--- src/rtl/video_pattern_pkg.sv ---
// video_pattern_pkg: pattern codes, colour-bar table and pipeline latency shared
// by the video pattern generator blocks.
package video_pattern_pkg;

  localparam logic [2:0] PATTERN_BARS    = 3'd0;
  localparam logic [2:0] PATTERN_GRAY    = 3'd1;
  localparam logic [2:0] PATTERN_CHECKER = 3'd2;
  localparam logic [2:0] PATTERN_MOVING  = 3'd3;
  localparam logic [2:0] PATTERN_SOLID   = 3'd4;

  localparam int PATTERN_LATENCY = 2;

  // {r,g,b} full-scale flags; index 0 is the leftmost bar.
  localparam logic [2:0] BAR_RGB [8] = '{
    3'b111, 3'b110, 3'b011, 3'b010, 3'b101, 3'b100, 3'b001, 3'b000
  };

endpackage

--- src/rtl/pattern_strobe_delay.sv ---
// pattern_strobe_delay: fixed-depth shift register that keeps raster strobes
// aligned with a pipelined pixel path.
module pattern_strobe_delay #(
  parameter int WIDTH  = 5,
  parameter int STAGES = 2
) (
  input  logic             clock,
  input  logic             reset,
  input  logic [WIDTH-1:0] i_strobes,
  output logic [WIDTH-1:0] o_strobes
);

  logic [WIDTH-1:0] r_pipe [STAGES];

  always_ff @(posedge clock or negedge reset) begin
    if (!reset) begin
      for (int i = 0; i < STAGES; i++) r_pipe[i] <= '0;
    end else begin
      r_pipe[0] <= i_strobes;
      for (int i = 1; i < STAGES; i++) r_pipe[i] <= r_pipe[i-1];
    end
  end

  assign o_strobes = r_pipe[STAGES-1];

endmodule

--- src/rtl/video_pattern_generator.sv ---
// video_pattern_generator: five-pattern RGB test source, two clocks from raster
// strobes to pixels. Define PATTERN_AUTO_CYCLE_EN to step patterns every 64 frames.
module video_pattern_generator
  import video_pattern_pkg::*;
#(
  parameter int H_ACTIVE     = 1280,
  parameter int V_ACTIVE     = 720,
  parameter int H_POS_WIDTH  = 12,
  parameter int V_POS_WIDTH  = 11,
  parameter int COLOR_DEPTH  = 8,
  parameter int CHECKER_LOG2 = 5,
  parameter int MOVE_STEP    = 4
) (
  input  logic                     clock,
  input  logic                     reset,
  input  logic [2:0]               patternSelect,
  input  logic [3*COLOR_DEPTH-1:0] solidColor,
  input  logic                     dataEnable,
  input  logic                     hSync,
  input  logic                     vSync,
  input  logic [H_POS_WIDTH-1:0]   hPos,
  input  logic [V_POS_WIDTH-1:0]   vPos,
  input  logic                     activeVideoGuardBand,
  input  logic                     activeVideoPreamble,
  output logic [COLOR_DEPTH-1:0]   r,
  output logic [COLOR_DEPTH-1:0]   g,
  output logic [COLOR_DEPTH-1:0]   b,
  output logic                     dataEnableDelayed,
  output logic                     hSyncDelayed,
  output logic                     vSyncDelayed,
  output logic                     activeVideoGuardBandDelayed,
  output logic                     activeVideoPreambleDelayed,
  output logic [2:0]               activePattern
);

  // Streaming interface without backpressure: every clock carries one raster
  // sample in, and the matching pixel plus strobes leave PATTERN_LATENCY clocks later.
  localparam int BAR_WIDTH = H_ACTIVE / 8;
  localparam int BAR_CNT_W = $clog2(BAR_WIDTH + 1);
  localparam int ACC_W     = $clog2(H_ACTIVE + 2**COLOR_DEPTH) + 1;
  localparam int XW        = H_POS_WIDTH + 2;
  localparam int RGB_W     = 3 * COLOR_DEPTH;

  logic                   r_vsync_prev;
  logic                   w_frame_edge;
  logic [2:0]             r_pattern;
  logic [RGB_W-1:0]       r_solid;
  logic [XW-1:0]          r_bar_x;
  logic [XW-1:0]          w_bar_x_step;
  logic [XW-1:0]          w_bar_x_next;
  logic [BAR_CNT_W-1:0]   r_bar_pixel;
  logic [2:0]             r_bar_index;
  logic [ACC_W-1:0]       r_acc;
  logic [ACC_W-1:0]       w_acc_sum;
  logic [COLOR_DEPTH-1:0] r_level;
  logic [2:0]             w_bar_bits;
  logic                   w_checker;
  logic                   w_in_bar;
  logic [XW-1:0]          w_hpos_ext;
  logic [RGB_W-1:0]       w_rgb;
  logic [RGB_W-1:0]       r_rgb_s1;
  logic [RGB_W-1:0]       r_rgb_s2;
  logic [2:0]             r_pat_s1;
  logic [2:0]             r_pat_s2;
  logic [4:0]             w_strobes_d;
  logic                   w_unused_vpos;

  assign w_frame_edge  = vSync & ~r_vsync_prev;
  assign w_bar_x_step  = r_bar_x + XW'(MOVE_STEP);
  assign w_bar_x_next  = (w_bar_x_step >= XW'(H_ACTIVE)) ? w_bar_x_step - XW'(H_ACTIVE)
                                                         : w_bar_x_step;
  assign w_unused_vpos = ^vPos;

`ifdef PATTERN_AUTO_CYCLE_EN
  // Frame counter doubles as the auto-cycle divider; r_loaded marks reset release.
  logic       r_loaded;
  logic [7:0] r_frame_count;

  always_ff @(posedge clock or negedge reset) begin
    if (!reset) begin
      r_loaded      <= 1'b0;
      r_frame_count <= '0;
    end else begin
      r_loaded <= 1'b1;
      if (w_frame_edge) r_frame_count <= r_frame_count + 8'd1;
    end
  end
`endif

  always_ff @(posedge clock or negedge reset) begin
    if (!reset) begin
      r_vsync_prev <= 1'b0;
      r_pattern    <= PATTERN_BARS;
      r_solid      <= '0;
      r_bar_x      <= '0;
    end else begin
      r_vsync_prev <= vSync;
      if (w_frame_edge) begin
        r_solid <= solidColor;
        r_bar_x <= w_bar_x_next;
      end
`ifdef PATTERN_AUTO_CYCLE_EN
      if (!r_loaded) begin
        r_pattern <= patternSelect;
      end else if (w_frame_edge && r_frame_count[5:0] == 6'd63) begin
        r_pattern <= (r_pattern >= PATTERN_SOLID) ? PATTERN_BARS : r_pattern + 3'd1;
      end
`else
      if (w_frame_edge) r_pattern <= patternSelect;
`endif
    end
  end

  // Bar and ramp counters hold the value for the pixel currently on the inputs.
  assign w_acc_sum = r_acc + ACC_W'(2**COLOR_DEPTH);

  always_ff @(posedge clock or negedge reset) begin
    if (!reset) begin
      r_bar_pixel <= '0;
      r_bar_index <= '0;
      r_acc       <= '0;
      r_level     <= '0;
    end else if (!dataEnable) begin
      r_bar_pixel <= '0;
      r_bar_index <= '0;
      r_acc       <= '0;
      r_level     <= '0;
    end else begin
      if (r_bar_pixel == BAR_CNT_W'(BAR_WIDTH - 1)) begin
        r_bar_pixel <= '0;
        if (r_bar_index != 3'd7) r_bar_index <= r_bar_index + 3'd1;
      end else begin
        r_bar_pixel <= r_bar_pixel + BAR_CNT_W'(1);
      end
      if (w_acc_sum >= ACC_W'(H_ACTIVE)) begin
        r_acc <= w_acc_sum - ACC_W'(H_ACTIVE);
        if (r_level != '1) r_level <= r_level + COLOR_DEPTH'(1);
      end else begin
        r_acc <= w_acc_sum;
      end
    end
  end

  assign w_bar_bits = BAR_RGB[r_bar_index];
  assign w_checker  = hPos[CHECKER_LOG2] ^ vPos[CHECKER_LOG2];
  assign w_hpos_ext = XW'(hPos);
  assign w_in_bar   = (w_hpos_ext >= r_bar_x) && (w_hpos_ext < r_bar_x + XW'(BAR_WIDTH));

  always_comb begin
    w_rgb = '0;
    case (r_pattern)
      PATTERN_BARS:    w_rgb = {{COLOR_DEPTH{w_bar_bits[2]}},
                                {COLOR_DEPTH{w_bar_bits[1]}},
                                {COLOR_DEPTH{w_bar_bits[0]}}};
      PATTERN_GRAY:    w_rgb = {3{r_level}};
      PATTERN_CHECKER: w_rgb = {RGB_W{w_checker}};
      PATTERN_MOVING:  w_rgb = {RGB_W{w_in_bar}};
      PATTERN_SOLID:   w_rgb = r_solid;
      default:         w_rgb = '0;
    endcase
  end

  always_ff @(posedge clock or negedge reset) begin
    if (!reset) begin
      r_rgb_s1 <= '0;
      r_rgb_s2 <= '0;
      r_pat_s1 <= '0;
      r_pat_s2 <= '0;
    end else begin
      r_rgb_s1 <= dataEnable ? w_rgb : '0;
      r_rgb_s2 <= r_rgb_s1;
      r_pat_s1 <= r_pattern;
      r_pat_s2 <= r_pat_s1;
    end
  end

  pattern_strobe_delay #(
    .WIDTH (5),
    .STAGES(PATTERN_LATENCY)
  ) u_strobe_delay (
    .clock    (clock),
    .reset    (reset),
    .i_strobes({dataEnable, hSync, vSync, activeVideoGuardBand, activeVideoPreamble}),
    .o_strobes(w_strobes_d)
  );

  assign {dataEnableDelayed, hSyncDelayed, vSyncDelayed,
          activeVideoGuardBandDelayed, activeVideoPreambleDelayed} = w_strobes_d;

  assign r             = r_rgb_s2[RGB_W-1 -: COLOR_DEPTH];
  assign g             = r_rgb_s2[2*COLOR_DEPTH-1 -: COLOR_DEPTH];
  assign b             = r_rgb_s2[COLOR_DEPTH-1:0];
  assign activePattern = r_pat_s2;

endmodule

--- config.mk ---
export PLATFORM = sky130hd
export DESIGN_NAME = video_pattern_generator
export DESIGN_NICKNAME = d
export VERILOG_FILES = /design/src/rtl/video_pattern_pkg.sv /design/src/rtl/pattern_strobe_delay.sv /design/src/rtl/video_pattern_generator.sv
export SDC_FILE = /design/constraint.sdc
export NUM_CORES = 1
export LEC_CHECK = 0
export ABC_AREA = 1
export BUFFER_PORTS_ARGS = -buffer_cell sky130_fd_sc_hd__buf_4
export CAP_MARGIN = 20
export CORE_ASPECT_RATIO = 1.75
export CORE_MARGIN = 2
export CORE_UTILIZATION = 54
export CTS_CLUSTER_DIAMETER = 120
export DETAILED_ROUTE_END_ITERATION = 10
export GPL_ROUTABILITY_DRIVEN = 0
export HOLD_SLACK_MARGIN = 0.06
export PLACE_DENSITY = 0.8
export SLEW_MARGIN = 10
export SYNTH_ARGS = -nofsm -noshare
export SYNTH_HDL_FRONTEND = slang
export SYNTH_SLANG_ARGS = --single-unit
--- constraint.sdc ---
create_clock -name clock -period 5.2 [get_ports clock]
set_input_delay 0.78 -clock clock [delete_from_list [all_inputs] [get_ports clock]]
set_output_delay 0.78 -clock clock [all_outputs]
set_load 0.1 [all_outputs]
# --- Word-level counts from Yosys, hierarchy flattened ---
# Memory sizes are Yosys's and may differ from the RTL's.
# Cells that the tools add are included.
totals:
  elab_cells: 62
  out_inout_bits: 32
  reg_bits: 137
  mem_bits_ro: 24
  inputBits: 57
  memories: 1
classes:
  n_eq_ne: 11
  addsub: 8
  n_mux: 15
  n_reduce_logical: 4
  magnitude_cmp: 5
  bitwise_logic: 4
mem_list:
  columns: ["memory", "words", "width", "rd", "rd_clocked_by_memory_dff", "wr", "line_no", "text"]
  rows:
  - ["(name not given)", 8, 3, 1, 0, 0, "video_pattern_generator.sv:144", "assign w_bar_bits = BAR_RGB[r_bar_index];"]
op_table:
  columns: ["cell", "count"]
  rows:
  - ["$pmux 24 s5", 1]
  - ["$mux 8", 5]
  - ["$mux 12", 2]
  - ["$mux 24", 1]
  - ["$add 8x1->8 const B", 2]
  - ["$mux 3", 5]
  - ["$add 14x3->14 const B", 1]
  - ["$add 14x8->14 const B", 1]
  - ["$ge 12x14->1", 1]
  - ["$ge 14x11->1 const B", 1]
  - ["$lt 12x14->1", 1]
  - ["$mux 14", 1]
  - ["$sub 14x11->14 const B", 1]
  - ["$add 12x9->12 const B", 1]
  - ["$ge 12x11->1 const B", 1]
  - ["$sub 12x11->12 const B", 1]
  - ["$eq 8x8->1 const B", 1]
  - ["$ne 2x1->1 const B", 4]
  - ["$ne 8x8->1 const B", 1]
  - ["$eq 3x2->1 const B", 2]
  - ["$ge 4x4->1 const B", 1]
  - ["$not 3->4", 1]
  - ["$reduce_and 2->1", 2]
  - ["$add 3x1->3 const B", 1]
  - ["8 further kinds", 8]

# --- Longest topological paths before layout ---
logic_depth:
  ltp_word: 6
  ltp_mapped: 18
  ltp_nobuf: 18

# --- By module ---
# From an unflattened synthesis, not the netlist that was laid out.
hier_totals:
  hier_cells: 739
  area_unflattened_um2: 6080.8
modules_own_cells:
  columns: ["module", "area_per_inst_um2", "seq_area_each_um2", "n_inst", "cells_each"]
  rows:
  - ["video_pattern_generator", 5793.1, 2927.8, 1, 724]
  - ["pattern_strobe_delay", 287.8, 250.2, 1, 15]

# --- Worst setup path after synthesis ---
# OpenSTA, ideal clock, no wires.
synth_path:
  kind: "register to register"
  startpoint: "register r_bar_x[5]"
  endpoint: "register r_rgb_s1[22]"
  slack_ns: 3.046
  n_path_buf: 1
  synth_period_minus_slack_ns: 2.154
  required_time_ns: 5.137
  t_arrival_ns: 2.091
  setup_time_ns: 0.063
  stages_incl_launch_ff: 17
  path_cell_list: "dfrtp_1 -> ha_1 -> nor2_1 -> nor2_2 -> xor2_1 -> ha_1 -> a21o_1 -> nor2_1 -> nand2_1 -> nand2_1 -> nand2_1 -> nand2_1 -> nand2_4 -> buf_6 -> nand3_1 -> nand2_1 -> inv_1"
synth_between:
  elab_chain_len: 5
  word_cells_on_any_way: 6
  cone_classes: "add/sub: 1; order compare: 2; mux: 2; reduce/logical: 1"
synth_rtl:
  columns: ["element", "line_no", "text"]
  rows:
  - ["start: declaration", "video_pattern_generator.sv:48", "logic [XW-1:0] r_bar_x;"]
  - ["start signal: assignment", "video_pattern_generator.sv:100", "r_bar_x <= w_bar_x_next;"]
  - ["$add 14x8->14", "video_pattern_generator.sv:147", "assign w_in_bar = (w_hpos_ext >= r_bar_x) && (w_hpos_ext < r_bar_x + XW'(BAR_WIDTH));"]
  - ["$lt 12x14->1", "video_pattern_generator.sv:147", null]
  - ["$logic_and 1x1->1 *", "video_pattern_generator.sv:147", null]
  - ["$pmux 24 s5 *", "video_pattern_generator.sv:151", "case (r_pattern)"]
  - ["$mux 24 *", "video_pattern_generator.sv:170", "r_rgb_s1 <= dataEnable ? w_rgb : '0;"]
  - ["end signal: assignment", "video_pattern_generator.sv:170", null]
  - ["end: declaration", "video_pattern_generator.sv:61", "logic [RGB_W-1:0] r_rgb_s1;"]
# Mark *: on every way between the ends. The rest lies on a longest branch, timed or not.
# A chain may end at the register's enable or synchronous reset.

# --- Final worst setup path ---
layout_path:
  startpoint: "register r_bar_x[5]"
  endpoint: "register r_rgb_s1[17]"
# The elaborated chain is that of the path after synthesis.

==> results.toml <==
[detailed_routing]
antenna_left = 0
dr.pass1.iters = 5
drtIter0Drc = 438
wl_per_cell_um = 13.82
routed_wl_mm = 13.24
drt-met1-wl_mm = 4.968
wl_met2_mm = 7.273
viasPerCell = 5.127
top_layer_used = "met4"
vias = 4912
met3_length_um = 550
drcViolationCount = 0

[logic_synthesis]
ys_ff_latch = 126
seq_area_frac_synth = 0.5246
ys_async_sr_fraction = 1.000
avgSynthCellArea_um2 = 8.211
synthTopCellsByArea = "dfrtp_1, nand2_1, inv_1"
yosys.area.top_type = "dfrtp_1"
synth_ff_type = "dfrtp_1"
yosysWarnings = 0
synth-edff-count = 0
syn_inst = 732
yosysTopAreaCellShare = 0.5246
syn_nets = 817
ys_types = 28
yosysMostFrequentCell = "nand2_1"
syn_area_um2 = 6011
synth_common_cells = "nand2_1, dfrtp_1, inv_1"

[timing]
setup_viol = 0
hold_viol = 0
fin_crit_sh = 0.4712
rsz0062_at_grt = "no"
finalSetupTns_ns = 0
max_freq_mhz = 408.1
finalClockSkew_ns = 0.01058
slew_violations = 0
tightest_slew_ns = 0.9932
layout_min_cycle_time_ns = 2.450
relSlewSlack = 0.3328

[layout]
syn_to_final_growth_pct = 21.67
nNetsFinal = 898
n_antenna_cell = 0
multiInputGateArea_um2 = 2344
fin_area_um2 = 7313
fillers = 864
regArea_um2 = 3153
drive_gt1_frac = 0.1525

[clock_network]
clkTransAtPathRegs_ns = 0.06
cts_tree = "yes"
cts_buffer_depth = 2
cts.sinks = 126
cts_root_buf = "clkbuf_16"
hold_buffers = 0
cts_buffers = 17
clk_latency_ns = 0.42
postCtsSetupBuffers = 0
h-tree-depth = 4
cts_resized = 0

[die]
num_io_pins = 89
dieArea_um2 = 12020
core_area_um2 = 10980
dieHeight_um = 143.6
placementRows = 51
start_util = 0.5477
die_w_um = 83.76

[power_and_ir_drop]
irDropWorstVdd_v = 0.0003812
p_leak_nw = 4.136
total_power_w = 0.003662
power_density_nw_per_um2 = 500.7

[min_path]
hold_class = "flop to flop"
min_delay_path_depth = 0
hold-path-endpoint = "r_rgb_s2[12]"
hp-start = "r_rgb_s1[12]"

[placed_design]
portBuffers = 78
dpl.hpwl_mm = 9.624
place_area_um2 = 6694

[worst_setup_path]
path_class = "flop to flop"
cp_max_fo = 24
cp_num_buf_inv = 1
cp.required_ns = 5.51
r2r_cells = 16
path_cells = "ha_1 -> nor2_1 -> nor2_2 -> xor2_1 -> ha_1 -> nand2_1 -> nor2_1 -> nand2_1 -> nand2_1 -> nand2_1 -> nand2_1 -> nand2_1 -> nand2_4 -> nand3_1 -> nand2_1 -> inv_1"
crit_arrival_ns = 2.76
cpMostUsedCell = "nand2_1"
r2r-start = "r_bar_x[5]"
crit_path_end_kind = "flop"
rrSetupSlack_ns = 2.75
cp_slowest_cell = "dfrtp_1"
r2r-end = "r_rgb_s1[17]"
slowest_delay_ns = 0.44
cp_top_family = "simple AND/OR/NAND/NOR gates"
setup.worst_path.start_class = "flop"

[global_route]
antenna_found_initial = 0
grt_overflow = 0
first_global_vias = 5004
grt_use_total = 0.2357
grt_pass1_wl_mm = 22.41
grt_max_degree = 76

[run]
drv_cap = 0

[run_status]
status = "finished, final reports clean"
## final cells by class
type                    count  area share
flip-flops and latches    126      0.4311
multi-input cells         474      0.3204
repair buffers             81     0.08315
clock buffers              17     0.05817
inverters                 113     0.05800
clock inverters            15     0.02652
well taps                 132     0.02258
## cells in the final DEF, fill, tap and decap left out, drive strengths merged
cell type,count
a21o,1
a21oi,24
buf,81
bufinv,2
clkbuf,17
clkinv,2
clkinvlp,2
dfrtp,126
ha,28
inv,122
nand2,248
nand3,75
nand4,3
nor2,38
nor3,7
nor4,3
o21ai,26
o22ai,1
o31ai,1
or2,2
xnor2,2
xor2,15
## stage by stage
| step | utilization | hold slack (ns) | std cells | setup WS (ns) |
|---|---|---|---|---|
| 2_1_floorplan | - | 0.3312 | 732 | 3.046 |
| 3_5_place_dp | 0.6099 | 0.3347 | 926 | 2.705 |
| 3_3_place_gp | 0.6099 | 0.3343 | 926 | 2.788 |
| 5_1_grt | 0.6663 | 0.3518 | 958 | 2.452 |
| 6_report | 0.6663 | 0.3444 | 958 | 2.750 |
| 4_1_cts | 0.6663 | 0.3455 | 958 | 2.750 |
## flip-flops by register name, summed over array words and instances (netlist names)
register	flops
activePattern	3
r_rgb_s2	24
r_bar_x	12
r_solid	24
r_bar_index	3
r_level	8
r_rgb_s1	24
r_bar_pixel	8
u_strobe_delay.r_pipe	5
u_strobe_delay.o_strobes	5
r_pat_s1	3
r_pattern	3
r_acc	4
## worst max-delay path by stage
stage	slack, ns	startpoint	endpoint	cells after the start
3_5_place_dp	2.71	vSync	r_bar_x[8]	8
5_1_grt	2.45	r_bar_x[5]	r_rgb_s1[17]	16
6_report	2.75	r_bar_x[5]	r_rgb_s1[17]	16
3_3_place_gp	2.79	vSync	r_bar_x[8]	8
2_1_floorplan	3.05	r_bar_x[5]	r_rgb_s1[22]	16
4_1_cts	2.75	r_bar_x[5]	r_rgb_s1[17]	16
## worst reg2reg max path, delay by kind of cell (launching register included)
kind | cells | cell delay [ns]
and+or+nand+nor | 12 | 1.12
DFF | 1 | 0.44
xor gates and xnor gates | 1 | 0.14
buffers and inverters | 1 | 0.05
adders and majority gates | 2 | 0.58
## cell families (layout without fill, tap and decap cells)
group                      Yosys count  in the layout  share of synthesized area
and+or+nand+nor                    376            376                     0.2612
buffers and inverters              132            226                    0.08597
DFF                                126            126                     0.5246
AOI/OAI and AO/OA                   53             53                    0.04517
adders and majority gates           28             28                    0.05829
xor gates and xnor gates            17             17                    0.02477
## report_power, final
group | internal [W] | leakage, nW | switching [W] | total [W]
sequential | 0.00114 | 1.63 | 0.000128 | 0.00127
combinational | 0.000353 | 2.21 | 0.000817 | 0.00117
clock | 0.000733 | 0.299 | 0.000491 | 0.00122
## metal layers
metal / global-route usage / vias to the layer above
li1: - / 2434
met3: 0.05112 / 40
met5: 0 / -
met1: 0.2537 / 2277
met4: 0.1384 / 0
met2: 0.4223 / 161
Note: power is estimated with default switching activity, not from simulation.
